==> src/rtl/fir_p2s_3.sv <==
// Parallel-to-serial converter: up to three lane samples per clock into a circular FIFO, one sample out per clock.
// Optional sticky overflow flag is enabled by defining P2S_OVF_FLAG_EN.
module fir_p2s_3 #(
    parameter int NB    = 14,
    parameter int DEPTH = 8
) (
    input  logic          Ck,
    input  logic          Rst,
    input  logic [NB-1:0] DIN_1,
    input  logic [NB-1:0] DIN_2,
    input  logic [NB-1:0] DIN_3,
    input  logic [2:0]    Vin,
    output logic          Ready,
    output logic [NB-1:0] Dout,
    output logic          Vout,
    input  logic          Rdy_in,
    output logic          Ovf
);

    localparam int AW = $clog2(DEPTH);
    localparam int CW = AW + 1;

    logic [NB-1:0] r_mem [DEPTH];
    logic [AW-1:0] r_wptr;
    logic [AW-1:0] r_rptr;
    logic [CW-1:0] r_count;

    logic          w_rd;
    logic          w_wr;
    logic [1:0]    w_nlanes;
    logic [1:0]    w_nacc;
    logic [AW-1:0] w_a1;
    logic [AW-1:0] w_a2;
    logic [AW-1:0] w_a3;

    assign Vout     = (r_count != '0);
    assign Ready    = (r_count <= CW'(DEPTH - 3));
    assign Dout     = r_mem[r_rptr];
    assign w_rd     = Vout && Rdy_in;
    assign w_wr     = Ready && (Vin != 3'b000);
    assign w_nlanes = {1'b0, Vin[0]} + {1'b0, Vin[1]} + {1'b0, Vin[2]};
    assign w_nacc   = w_wr ? w_nlanes : 2'b00;

    // Compact the set lanes into consecutive slots, skipping unset ones.
    always_comb begin
        w_a1 = r_wptr;
        w_a2 = r_wptr + AW'(Vin[0]);
        w_a3 = r_wptr + AW'({1'b0, Vin[0]} + {1'b0, Vin[1]});
    end

    always_ff @(posedge Ck) begin
        if (w_wr) begin
            if (Vin[0]) r_mem[w_a1] <= DIN_1;
            if (Vin[1]) r_mem[w_a2] <= DIN_2;
            if (Vin[2]) r_mem[w_a3] <= DIN_3;
        end
    end

    always_ff @(posedge Ck or posedge Rst) begin
        if (Rst) begin
            r_wptr  <= '0;
            r_rptr  <= '0;
            r_count <= '0;
        end else begin
            r_wptr  <= r_wptr + AW'(w_nacc);
            r_rptr  <= r_rptr + AW'(w_rd);
            r_count <= r_count + CW'(w_nacc) - CW'(w_rd);
        end
    end

`ifdef P2S_OVF_FLAG_EN
    logic r_ovf;

    always_ff @(posedge Ck or posedge Rst) begin
        if (Rst) begin
            r_ovf <= 1'b0;
        end else if (!Ready && (Vin != 3'b000)) begin
            r_ovf <= 1'b1;
        end
    end

    assign Ovf = r_ovf;
`else
    assign Ovf = 1'b0;
`endif

endmodule

==> config.mk <==
export PLATFORM = sky130hd
export DESIGN_NAME = fir_p2s_3
export DESIGN_NICKNAME = d
export VERILOG_FILES = /design/src/rtl/fir_p2s_3.sv
export SDC_FILE = /design/constraint.sdc
export NUM_CORES = 1
export LEC_CHECK = 0
export BUFFER_PORTS_ARGS = -buffer_cell sky130_fd_sc_hd__clkbuf_2
export CELL_PAD_IN_SITES_DETAIL_PLACEMENT = 1
export CELL_PAD_IN_SITES_GLOBAL_PLACEMENT = 1
export CORE_ASPECT_RATIO = 1.1
export CORE_UTILIZATION = 51
export DETAILED_ROUTE_END_ITERATION = 7
export PLACE_DENSITY_LB_ADDON = 0.1
export SYNTH_ARGS = -nofsm -noshare
export SYNTH_HDL_FRONTEND = slang
export SYNTH_SLANG_ARGS = --single-unit
==> constraint.sdc <==
create_clock -name Ck -period 6.6 [get_ports Ck]
set_input_delay 0.99 -clock Ck [delete_from_list [all_inputs] [get_ports Ck]]
set_output_delay 0.99 -clock Ck [all_outputs]
set_load 0.01 [all_outputs]
==> impl_metrics.csv, run 1 <==
group,metric,value,unit
final_layout,fin_util,57.1,%
power_and_ir_drop,internal_power,2.53,mW
critical_path,worstReg2RegEnd,"r_mem[6][0]$_DFFE_PP_",
cts,cts_sinks,122,
synthesis,async_flop_share,8.20,%
critical_path,cp.required,6610,ps
floorplanning,row_count,48,
power_and_ir_drop,clockPowerShare,18.3,%
synthesis,yosys.area_share.simple,18.3,%
cts,cts_tree,"yes",
global_route,grtUsageTotal,39.8,%
sta,worst_slew_pin_slew,1250,ps
synthesis,synth_compound_area_share,16.7,%
power_and_ir_drop,power,4.88,mW
synthesis,syn_avg_cell_area,9.69,um^2
sta,relSlewSlack,16.7,%
synthesis,ys.flop_type,"edfxtp_1",
synthesis,synthMuxAreaShare,9.70,%
critical_path,worst-r2r-cell-count,6,
detailed_routing,drtIter0Drc,980,
floorplanning,die_w,122,um
final_layout,n_antenna_cell,0,
cts,postCtsSetupBuffers,0,
detailed_routing,drt-total-wl,31.5,mm
placed_design,gp_congestion,0.872,
final_layout,final_cell_mix,"nor3_1, a31oi_1, edfxtp_1",
global_route,grt_max_degree,61,
critical_path,path_buf_inv,1,
min_path,hold_path_class,"input port to asynchronous set/reset pin",
critical_path,worstSetupEndpointType,"register",
critical_path,cp_max_fo,30,
synthesis,synth_nets,903,
detailed_routing,drc,1,
cts,clk_pin_slew_worst_paths,60,ps
sta,fmax,231,MHz
sta,fin_crit_sh,65.6,%
detailed_routing,drt-vias-per-instance,7.70,
synthesis,ys_types,37,
sta,hold_ws,514,ps
global_route,antenna_found_initial,2,
outcome,status,"finished with violations",
floorplanning,die_y,134,um
power_and_ir_drop,peakVddDrop,0.461,mV
placed_design,port_buffers,63,
synthesis,syn_area,8120,um^2
final_layout,finalNonFillerCells,1024,
sta,fin_tns_setup,0,ps
outcome,violations,"design-rule violations",
floorplanning,start_util,52.0,%
critical_path,cp-start-kind,"input port",
power_and_ir_drop,p_comb_share,52.2,%
sta,finalHoldViolCount,0,
cts,htree_num_levels,4,
cts,clockBufferDepth,2,
final_layout,area_growth,9.75,%
synthesis,synth_warnings,0,
placed_design,dp_cells,992,
synthesis,netlist_instances,838,
detailed_routing,wl_per_cell,30.8,um
global_route,grt_pass1_wl,47.6,mm
cts,cts.repair.resized,0,
critical_path,cp_top_family,"simple AND/OR/NAND/NOR gates",
cts,clk_latency,440,ps
critical_path,worstReg2RegStart,"r_wptr[0]$_DFF_PP0_",
critical_path,crit_arrival,4340,ps
cts,cts_hold_buf,0,
sta,fin_skew,10.2,ps
cts,cts_root_buffer,"clkbuf_16",
critical_path,critPathMaxStageDelay,990,ps
sta,drv_slew,0,
critical_path,rrSetupSlack,2570,ps
synthesis,synth_xor_area_share,0.755,%
floorplanning,ioPinCount,65,
critical_path,cp_slowest_cell,"nand2b_1",
synthesis,synth_fa_ha_area_share,2.99,%
synthesis,synth_edf_count,112,
detailed_routing,route.antenna.remaining_nets,0,
power_and_ir_drop,p_per_area,548,nW/um^2
sta,rsz0062_at_grt,"no",
global_route,grt_pass1_vias,7781,
job,drv_cap,0,
power_and_ir_drop,swShare,48.1,%
power_and_ir_drop,p_seq_share,29.5,%
floorplanning,die_area,16400,um^2
critical_path,crit_chain,"clkbuf_2, fa_1, ha_1, xnor2_1, nand2b_1, or2_1, o221ai_2",
cts,cts_buffers,17,
floorplanning,core,15600,um^2
final_layout,drive_above_1_share,20.3,%
placed_design,hpwl,20.2,mm
synthesis,synth_top_family_by_area,"simple AND/OR/NAND/NOR gates",
sta,finalSetupViolCount,0,
detailed_routing,dr.pass1.iters,7,
synthesis,synth-seq-cells,122,
sta,period_minus_slack,4330,ps
detailed_routing,num_vias,7887,
global_route,grt.overflow.total,0,
final_layout,num-nets-final,876,
critical_path,path_class,"input port to register",
power_and_ir_drop,p_sw,2.35,mW
power_and_ir_drop,p_leak,2.71,nW
synthesis,ys_seq_area_share,44.5,%
-- per-layer routing --
layer  up-vias  track usage [%]  wire length [um]
met5         -                0                24
met4         4             16.7              1150
met3       128             8.97              3750
met2       615             62.6             14900
met1      3917             52.7             11700
li1       3223                -                 -
-- logic make-up after synthesis --
| family | count (synthesis) |
|---|---|
| simple gates | 278 |
| compound gates | 236 |
| buf+inv | 135 |
| flops | 122 |
| mux | 42 |
| fa+ha+maj | 17 |
| xor+xnor | 7 |
| other cells | 1 |
-- stage by stage --
stage	area, um^2	setup WS [ps]
after floorplan	8120	3130
after global placement	8360	2190
after detailed placement	8360	1970
after CTS	8910	2400
after global routing	8910	2150
final	8910	2270
-- synthesized netlist by cell type, types with 2 or more instances --
library cell	number	share of area [%]
clkbuf_1	71	3.3
nor3b_1	14	1.3
or2_2	4	0.31
nand2b_1	6	0.46
o21ai_1	12	0.74
nand4_1	56	4.3
buf_2	24	1.5
ha_1	13	2.0
nor3_1	113	7.0
or3_1	2	0.15
a31oi_1	112	8.6
or2_1	8	0.62
o21ai_0	100	6.2
nand3_1	29	1.8
mux4_2	28	7.8
fa_1	4	0.99
or4_1	3	0.28
xor2_1	4	0.43
xnor2_1	3	0.32
dfrtp_1	10	3.1
inv_1	13	0.60
o221ai_1	8	0.86
buf_6	4	0.55
buf_1	21	0.97
nand2_1	35	1.6
mux2_2	14	1.9
edfxtp_1	112	41
nor2_1	5	0.23
and2_1	2	0.15
-- power groups by stage --
| stage | Sequential, mW | Combinational, mW | Clock (mW) |
|---|---|---|---|
| final | 1.44 | 2.55 | 0.891 |
| after floorplan | 1.29 | 1.75 | 0 |
| after detailed placement | 1.45 | 2.47 | 0 |
| after global routing | 1.47 | 2.67 | 0.911 |
| after CTS | 1.44 | 2.49 | 0.884 |
| after global placement | 1.42 | 2.35 | 0 |
-- registers in the layout, indices dropped and copies added (netlist names) --
name     cells
r_mem      112
r_count      4
r_wptr       3
r_rptr       3
-- area by class of cell --
class | instances | area (um^2)
Multi-Input combinational cell | 581 | 4030
Fill cell | 1723 | 6700
Clock buffer | 26 | 520
Tap cell | 200 | 250
Timing Repair Buffer | 76 | 413
Sequential cell | 122 | 3610
Inverter | 13 | 48.8
Clock inverter | 6 | 35.0
-- worst max-delay path by stage --
stage	start	endpoint	slack, ps	depth (start not counted)
5_1_grt	Vin[0]	r_mem[6][9]$_DFFE_PP_	2150	7
3_5_place_dp	Vin[0]	r_mem[6][12]$_DFFE_PP_	1970	7
4_1_cts	Vin[0]	r_mem[6][9]$_DFFE_PP_	2400	7
2_1_floorplan	Vin[0]	r_mem[0][0]$_DFFE_PP_	3130	6
6_report	Vin[0]	r_mem[6][0]$_DFFE_PP_	2270	7
3_3_place_gp	Vin[0]	r_mem[6][5]$_DFFE_PP_	2190	7
(Power assumes the default switching activity.)
==> run 2, diff against run 1 <==
ABC_AREA = 1   (was default)
CORE_UTILIZATION = 46   (was 51)
clock period = 4.1 ns   (was 6.6 ns; I/O delays follow)
==> run 2 against run 1 <==
Net effect:
- critical path type is now register to primary output
- register-to-register slack worse by 1300 ps
- the flow now finishes without violations
- flip-flop and latch count stayed put
- highest routed layer is now met4
- core utilization is 5.0 points lower
- largest power group unchanged
- global-route usage is 3.7 points lower
- die area is 19% higher
- setup slack worse by 1200 ps
- count of clock-buffer cells in the layout is 1 lower
==> impl_metrics.csv, run 2 <==
group,metric,value,unit
cts,postCtsSetupBuffers,0,
outcome,status,"complete, no violations",
power_and_ir_drop,internal_power,3.99,mW
placed_design,dpl_worst_slack,937,ps
global_route,grt_pass1_vias,8574,
sta,worst_slew_pin_slew,827,ps
placed_design,hpwl,22.8,mm
cts,cts_root_buffer,"clkbuf_16",
floorplanning,die_w,134,um
critical_path,worstSetupEndpointType,"primary output",
sta,relSlewSlack,44.9,%
global_route,antenna_found_initial,0,
final_layout,n_antenna_cell,0,
synthesis,syn_avg_cell_area,8.21,um^2
synthesis,async_flop_share,8.20,%
detailed_routing,drt-vias-per-instance,6.29,
cts,cts_sinks,122,
cts,clockBufferDepth,2,
cts,clk_latency,420,ps
synthesis,yosys.area_share.simple,29.5,%
detailed_routing,drtIter0Drc,878,
power_and_ir_drop,p_sw,3.61,mW
critical_path,cp_slowest_cell,"dfrtp_1",
sta,hold_ws,160,ps
detailed_routing,drc,0,
floorplanning,ioPinCount,65,
synthesis,synth_warnings,0,
synthesis,ys_types,33,
synthesis,synth_compound_area_share,14.0,%
final_layout,reg_top3,"r_mem (112), r_count (4)",
power_and_ir_drop,peakVddDrop,0.891,mV
min_path,hold_path_class,"input port to asynchronous set/reset pin",
sta,fin_crit_sh,74.9,%
synthesis,ys_top_cells_by_area,"edfxtp_1, nand3_1, nand2_1, o21bai_1, mux2i_1",
sta,fin_skew,6.39,ps
sta,fin_tns_setup,0,ps
final_layout,largest_reg_flops,112,
cts,htree_num_levels,4,
cts,cts.repair.resized,0,
synthesis,yosys.area.top_type,"edfxtp_1",
power_and_ir_drop,swShare,47.5,%
floorplanning,die_y,147,um
floorplanning,core,18500,um^2
cts,cts_tree,"yes",
synthesis,ys_top_cells_by_count,"nand2_1, nand3_1, edfxtp_1, o21bai_1, buf_2",
synthesis,synth_xor_area_share,0.714,%
sta,finalWorstSetupSlack,1030,ps
cts,clk_pin_slew_worst_paths,60,ps
sta,finalSetupViolCount,0,
synthesis,syn_area,8760,um^2
global_route,grt.overflow.total,0,
synthesis,synth_most_common_cell,"nand2_1",
cts,cts_buffers,17,
critical_path,cp-start-kind,"register",
floorplanning,die_area,19600,um^2
detailed_routing,dr.pass1.iters,5,
critical_path,cp_max_fo,16,
synthesis,synth_edf_count,112,
floorplanning,start_util,47.3,%
power_and_ir_drop,p_leak,3.98,nW
final_layout,area_growth,10.2,%
detailed_routing,drt-total-wl,34.2,mm
synthesis,synthMuxAreaShare,3.20,%
job,drv_cap,0,
final_layout,top_register,"r_mem",
sta,rsz0062_at_grt,"no",
synthesis,ys.flop_type,"edfxtp_1",
placed_design,dp_cells,1305,
final_layout,final_cell_mix,"nand2_1, nand3_1, o21bai_1, edfxtp_1, clkbuf_2",
power_and_ir_drop,p_seq_share,29.4,%
final_layout,mostFrequentLayoutCell,"nand2_1",
final_layout,finalNonFillerCells,1337,
critical_path,path_common_cell,"nand2_1",
sta,fmax,326,MHz
synthesis,synth_top_cell_area_share,38.4,%
critical_path,crit_arrival,2460,ps
critical_path,critPathMaxStageDelay,870,ps
critical_path,path_class,"register to primary output",
placed_design,place_area,9070,um^2
synthesis,synth-seq-cells,122,
synthesis,synth_top_family_by_area,"simple AND/OR/NAND/NOR gates",
cts,cts_hold_buf,0,
power_and_ir_drop,clockPowerShare,19.9,%
final_layout,final_design_area_no_fill,9660,um^2
sta,drv_slew,0,
detailed_routing,wl_per_cell,25.6,um
detailed_routing,num_vias,8415,
power_and_ir_drop,p_per_area,787,nW/um^2
final_layout,num-nets-final,1146,
final_layout,drive_above_1_share,14.4,%
placed_design,gp_congestion,0.858,
global_route,grt_pass1_wl,51.5,mm
synthesis,synth_nets,1132,
sta,finalHoldViolCount,0,
detailed_routing,route.antenna.remaining_nets,0,
critical_path,crit_chain,"inv_1, nand2_1, nand2_1, clkbuf_2",
power_and_ir_drop,p_comb_share,50.8,%
placed_design,port_buffers,63,
critical_path,cp.required,3480,ps
synthesis,netlist_instances,1067,
synthesis,ys_seq_area_share,41.2,%
global_route,grtUsageTotal,36.1,%
global_route,grt_max_degree,121,
floorplanning,row_count,52,
synthesis,synth_fa_ha_area_share,2.77,%
sta,period_minus_slack,3070,ps
-- run 2: cell count changes in the layout (fill, tap and decap cells not counted), moves of 33 or more --
cell,change
nand2_1,+247
nand3_1,+197
a31oi_1,-112
nand4_1,-55
o21ai_0,-72
nor3_1,-112
nor2_1,+33
o21bai_1,+112
-- run 2: through the flow --
stage,power [mW],utilization [%]
2_1_floorplan,4.76,-
3_3_place_gp,5.90,48.9
3_5_place_dp,6.03,48.9
4_1_cts,7.54,52.1
5_1_grt,7.98,52.1
6_report,7.60,52.1
-- run 2: power groups by stage --
stage	Combinational [mW]	Clock (mW)	Sequential (mW)
finish	3.86	1.51	2.23
global route	4.16	1.56	2.26
CTS	3.82	1.51	2.22
detailed placement	3.79	0	2.24
global placement	3.67	0	2.23
floorplan	2.70	0	2.06
-- run 2: metal layers --
| layer | global-route usage (%) | part of all wire (%) | vias to the layer above |
|---|---|---|---|
| li1 | - | - | 3739 |
| met1 | 45.1 | 39 | 4137 |
| met5 | 0 | 0 | - |
| met4 | 16.1 | 4.1 | 0 |
| met3 | 7.83 | 8.2 | 102 |
| met2 | 59.8 | 48 | 437 |
-- run 2: kinds of logic after synthesis --
logic type               Yosys count
AO/OA/AOI/OAI                    178
XOR/XNOR                           5
adder cells (fa/ha/maj)           17
buffers and inverters            148
flip-flops                       122
multiplexers                      28
other                              1
AND/OR/NAND/NOR                  568
-- run 2: area by class of cell --
cell class                 instances  area [um^2]
timing repair buffer              85          518
multi-input combinational        797         4410
inverter                          58          220
sequential                       122         3620
fill                            2272         8890
clock buffer                      25          495
clock inverter                     7         90.1
tap                              243          304
-- run 2: path summary, 6_finish.rpt --
| kind | start | endpoint | slack, ps | cells after the start |
|---|---|---|---|---|
| max in group asynchronous | Rst | r_rptr[1]$_DFF_PP0_ | 3610 | 2 |
| worst min register to register | r_count[0]$_DFF_PP0_ | r_count[0]$_DFF_PP0_ | 540 | 1 |
| worst min-delay path | Rst | r_wptr[2]$_DFF_PP0_ | 160 | 2 |
| min in group Ck | r_count[0]$_DFF_PP0_ | r_count[0]$_DFF_PP0_ | 540 | 1 |
| worst max register to register | r_wptr[0]$_DFF_PP0_ | r_mem[3][13]$_DFFE_PP_ | 1240 | 6 |
| worst max-delay path | r_rptr[2]$_DFF_PP0_ | Dout[13] | 1030 | 4 |
-- run 2: worst max-delay path: cells and delay by family, from the launching register on --
kind / cells / cell delay [ps]
and+or+nand+nor: 2 / 450
DFF: 1 / 870
buffers and inverters: 2 / 690
